$ cat src/rtl/serial_subtractor.sv
// Bit-serial a - b - bin subtractor, LSB first, one bit per clock.
// Start/busy/done handshake; result delivered in parallel and as a serial stream.
module serial_subtractor #(
    parameter int WIDTH = 8
) (
    input  logic             clk,
    input  logic             rst,
    input  logic             start,
    input  logic [WIDTH-1:0] a,
    input  logic [WIDTH-1:0] b,
    input  logic             bin,
    output logic             busy,
    output logic             done,
    output logic [WIDTH-1:0] diff,
    output logic             bout,
    output logic             diff_bit,
    output logic             diff_bit_valid
);

    localparam int CW = $clog2(WIDTH);

    typedef enum logic [1:0] {
        IDLE = 2'd0,
        RUN  = 2'd1,
        DONE = 2'd2
    } state_t;

    state_t state, state_next;

    logic [WIDTH-1:0] a_sr;
    logic [WIDTH-1:0] b_sr;
    // Holds the WIDTH-1 bits received so far; the final bit joins them on the last edge.
    logic [WIDTH-2:0] res_sr;
    logic [WIDTH-1:0] res_cat;
    logic             brw;
    logic             brw_next;
    logic             d;
    logic             last;
    logic [CW-1:0]    cnt;

    assign d        = a_sr[0] ^ b_sr[0] ^ brw;
    assign brw_next = (~a_sr[0] & b_sr[0]) | (~(a_sr[0] ^ b_sr[0]) & brw);
    assign res_cat  = {d, res_sr};
    assign last     = (cnt == CW'(WIDTH - 1));

    assign busy = (state != IDLE);
    assign done = (state == DONE);

    always_ff @(posedge clk or posedge rst) begin
        if (rst) begin
            state <= IDLE;
        end else begin
            state <= state_next;
        end
    end

    always_comb begin
        state_next = state;
        case (state)
            IDLE:    if (start) state_next = RUN;
            RUN:     if (last)  state_next = DONE;
            DONE:    state_next = IDLE;
            default: state_next = IDLE;
        endcase
    end

    always_ff @(posedge clk or posedge rst) begin
        if (rst) begin
            a_sr           <= '0;
            b_sr           <= '0;
            res_sr         <= '0;
            brw            <= 1'b0;
            cnt            <= '0;
            diff           <= '0;
            bout           <= 1'b0;
            diff_bit       <= 1'b0;
            diff_bit_valid <= 1'b0;
        end else begin
            case (state)
                IDLE: begin
                    if (start) begin
                        a_sr <= a;
                        b_sr <= b;
                        brw  <= bin;
                        cnt  <= '0;
                    end
                end
                RUN: begin
                    a_sr           <= a_sr >> 1;
                    b_sr           <= b_sr >> 1;
                    brw            <= brw_next;
                    res_sr         <= res_cat[WIDTH-1:1];
                    diff_bit       <= d;
                    diff_bit_valid <= 1'b1;
                    cnt            <= cnt + 1'b1;
                    if (last) begin
                        diff <= res_cat;
                        bout <= brw_next;
                    end
                end
                DONE: begin
                    // The last serial bit stays qualified through the done cycle.
                    diff_bit_valid <= 1'b0;
                end
                default: begin
                    diff_bit_valid <= 1'b0;
                end
            endcase
        end
    end

endmodule

$ cat config.mk
export PLATFORM = sky130hd
export DESIGN_NAME = serial_subtractor
export DESIGN_NICKNAME = d
export VERILOG_FILES = /design/src/rtl/serial_subtractor.sv
export SDC_FILE = /design/constraint.sdc
export NUM_CORES = 1
export LEC_CHECK = 0
export ABC_AREA = 1
export CORE_MARGIN = 4
export CORE_UTILIZATION = 30
export DETAILED_ROUTE_END_ITERATION = 16
export PLACE_DENSITY = 0.5
export SYNTH_ARGS = -nofsm -noshare
export SYNTH_HDL_FRONTEND = slang
export SYNTH_SLANG_ARGS = --single-unit
$ cat constraint.sdc
create_clock -name clk -period 1.2 [get_ports clk]
set_input_delay 0.24 -clock clk [delete_from_list [all_inputs] [get_ports clk]]
set_output_delay 0.24 -clock clk [all_outputs]
set_load 0.1 [all_outputs]
== Word-level counts from Yosys, hierarchy flattened ==
Index checks and enable logic that the tools add are counted.

* Register bits after elaboration: 40
* Input bits: 20

* Add/sub/neg operators: 1
* Eq/ne operators: 5
* Multiplexer cells: 12
* Bitwise gates (word level): 7
* Reduce and logical (&&, ||, !) cells: 6

{| class="wikitable"
|+ Operators by type and width
! kind !! number
|-
| $pmux 8 s2 || 2
|-
| $mux 8 || 2
|-
| $pmux 3 s2 || 1
|-
| $reduce_and 2->1 || 3
|-
| $mux 2 || 2
|-
| $ne 2x2->1 const B || 2
|-
| $pmux 1 s2 || 2
|-
| $pmux 2 s2 || 1
|-
| $reduce_bool 2->1 || 2
|-
| $add 3x1->3 const B || 1
|-
| $eq 3x3->1 const B || 1
|-
| $mux 3 || 1
|-
| $and 1x1->1 || 2
|-
| $eq 2x1->1 const B || 1
|-
| $eq 2x2->1 const B || 1
|-
| $logic_not 2->1 || 1
|-
| $not 1->1 || 2
|-
| $xor 1x1->1 || 2
|-
| $mux 1 || 1
|-
| $or 1x1->1 || 1
|}

== Longest topological paths before layout ==
* Depth after elaboration: 5
* Mapped depth: 7

== Worst setup path before layout ==
No wires, ideal clock.

* Path type: register -> output
* From: reg state[1]
* To: out done
* Arrival: 2.027 ns
* Data required time: 0.960 ns
* Path slack: -1.067 ns
* Cell stages (with the launch flop): 4
* Path buffers: 1
* Path through: dfrtp_1 inv_4 buf_2 nor2_1

* Longest elaborated chain between the ends: 1

{| class="wikitable"
|+ RTL lines
! element !! RTL line !! text
|-
| start, declared || 28 || <nowiki>state_t state, state_next;</nowiki>
|-
| start signal, assigned || 53 || <nowiki>state <= state_next;</nowiki>
|-
| $eq 2x2->1 || 47 || <nowiki>assign done = (state == DONE);</nowiki>
|-
| end, declared || 13 || <nowiki>output logic done,</nowiki>
|}

Every way passes these cells.

== Worst setup path after layout ==
* From: reg state[0]
* To: out done

Same word-level chain as after synthesis.

==> impl_metrics.ini <==
[timing]
relSlewSlack_pct = 81.15
finalClockSkew_ps = 5.838
setup_viol = 23
fmax_mhz = 664.4
slew_viol_final = 0
rsz0062_at_grt = true
period_share_pct = 125.4
tns_ps = -4935
fin_crit_ps = 1505
tightest_slew_ps = 281.7
worst_slack_ps = -305.1
finalHoldViolCount = 0

[placement]
place_area_sq_um = 2479
placed_cells = 326
dpl.hpwl_microns = 2750
pre_cts_slack_ps = -160.7
portBuffers = 32
gp_congestion = 0.7711

[route]
top_layer = met4
wl_per_cell_microns = 12.03
via_count = 1527
drc = 0
wl_met3_microns = 193
vias_per_cell = 4.388
wl_microns = 4185
routedLengthMet1_microns = 2085
dr.pass1.iters = 4
wl_met2_microns = 1831
drtIter0Drc = 46
ant_nets = 0

[synthesis]
synth_fp_nets = 236
ys_seq_elements = 39
yosysUniqueCellTypes = 18
netlist_area_sq_um = 1847
synthCells = 213
syn_avg_cell_area_sq_um = 8.670
yosysWarnings = 0
ys_seq_area_share_pct = 52.85

[final_layout]
seq_area_sq_um = 983.4
layout_commonest_cell = nand2_1
final_cells = 348
n_antenna_cell = 0
final_cell_area_sq_um = 2846
layout_common_cells = nand2_1, dfrtp_1, buf_12, clkdlybuf4s50_1, nand3_1
area_growth_pct = 54.13
num-nets-final = 295
fillCellCount = 593
multi_input_area_sq_um = 812.0
drive_above_1_share_pct = 34.07

[power]
combPwrFrac_pct = 60.9
clkPwrFrac_pct = 10.6
total_power_w = 0.008282
seqPwrFrac_pct = 28.5
power.switching_w = 0.003848
netSwitchingFraction_pct = 46.46
intPower_w = 0.004434
p_per_area_nw_per_um2 = 2910
p_leak_nw = 1.382
peakVddDrop_v = 0.001589

[die]
start_util_pct = 31.01
die_height_microns = 86.46
rows = 28
coreArea_sq_um = 5956
dieArea_sq_um = 7475
die_x_microns = 86.46
pin_count = 33

[global_routing]
grt_pass1_wl_microns = 7127
grt_use_total_pct = 12.13
antenna_found_initial = 0
grt_overflow = 0
grt_pass1_vias = 1509
grt_max_degree = 40

[cts]
clkTransAtPathRegs_ps = 80
cts-root-buf = clkbuf_8
cts_tree = built
htree_levels = 2
cts.sinks = 39
numCtsBuffers = 5
clk_latency_ps = 290
cts_buffer_depth = 2

[setup_path]
cp.arrival_ps = 1270
r2r_start = state[0]$_DFFE_PP0P_
cp_cell_sequence = buf_6 -> buf_12 -> nor2_4 -> buf_12
critical_path.top_delay_family = flip-flops
r2r_setup_slack_ps = -240
cp-start-kind = flip-flop
critPathLaunch = state[0]$_DFFE_PP0P_
cpPeakStageDelay_ps = 440
required_ps = 960
end_kind = output pin
critPathMaxFanout = 3
criticalPathCategory = flip-flop to output pin
crit_buf_inv = 3
slowest_stage = dfrtp_2
crit_top_cell = buf_12

[run_status]
violations = negative setup slack
status = complete, but fails checks

[min_path]
hold_path.class = input port to asynchronous set/reset pin

[run]
cap_violations = 0
[registers in the layout (all words and copies together) (netlist names)]
signal	cells
state	2
diff	8
diff_bit	1
a_sr	8
bout	1
res_sr	6
b_sr	8
diff_bit_valid	1
cnt	3
brw	1
[repair_timing]
action,4_1_cts,5_1_grt
buffers inserted,8,5
resized for setup,11,37
hold endpoints to repair,0,0
hold buffers,0,0
setup endpoints to repair,32,39
pin swaps,6,10
cloned,1,1
[cell families (layout without fill, tap and decap cells)]
family                     count (synthesis)  after routing  synth area share, %
AOI/OAI and AO/OA                         18             18                7.114
adders and majority gates                  3              3                2.439
buffers and inverters                     26             86                8.740
DFF                                       39             39                52.85
and+or+nand+nor                          127            127                28.86
[layer usage]
| metal | vias to the layer above | global-route usage (%) |
|---|---|---|
| li1 | 774 | - |
| met1 | 716 | 17.11 |
| met2 | 31 | 17.94 |
| met3 | 6 | 2.947 |
| met4 | 0 | 4.674 |
| met5 | - | 0 |
[area by class of cell]
type | instances | area share [%]
multi-input cells | 148 | 28.53
flip-flops and latches | 39 | 34.55
well taps | 75 | 3.297
clock inverters | 2 | 0.4396
clock buffers | 6 | 2.549
repair buffers | 61 | 27.74
inverters | 16 | 2.681
repair inverters | 1 | 0.2198
[cell usage after synthesis (all sizes together)]
cell / instances / area, sq um
dfrtp: 39 / 975.9
nand2: 104 / 407.9
fa: 1 / 20.02
buf: 9 / 88.84
nor2: 5 / 35.03
o21ai: 18 / 131.4
nand3: 18 / 90.09
ha: 2 / 25.02
clkbuf: 1 / 5.000
inv: 16 / 67.57
[worst paths after layout]
check	endpoint	cells past startpoint
setup / recovery	done	4
hold / removal	res_sr[4]$_DFFE_PP0P_	3
max in group asynchronous	diff[4]$_DFFE_PP0P_	3
min in group clk	b_sr[4]$_DFFE_PP0P_	2
setup reg to reg	cnt[0]$_DFFE_PP0P_	7
hold reg to reg	b_sr[4]$_DFFE_PP0P_	2
[worst min-delay path, stage by stage]
cell and delay [ps]:
clkdlybuf4s50_1 400, inv_1 90, buf_12 230
[through the flow]
stage / hold WS (ps) / util [%]
finish: 301.6 / 47.79
global route: 323.1 / 47.79
CTS: 306.1 / 45.29
detailed placement: 465.9 / 41.62
global placement: 464.0 / 41.62
floorplan: 361.0 / -
[power by group through the flow]
stage,Combinational [W],Clock (W),Sequential (W)
final,0.00504,0.000874,0.00236
after floorplan,0.00194,0,0.00332
after global routing,0.00548,0.000965,0.00243
after detailed placement,0.00443,0,0.00233
after CTS,0.00474,0.000906,0.00231
after global placement,0.00439,0,0.00232
No activity file was read; power rests on OpenSTA's default activity.
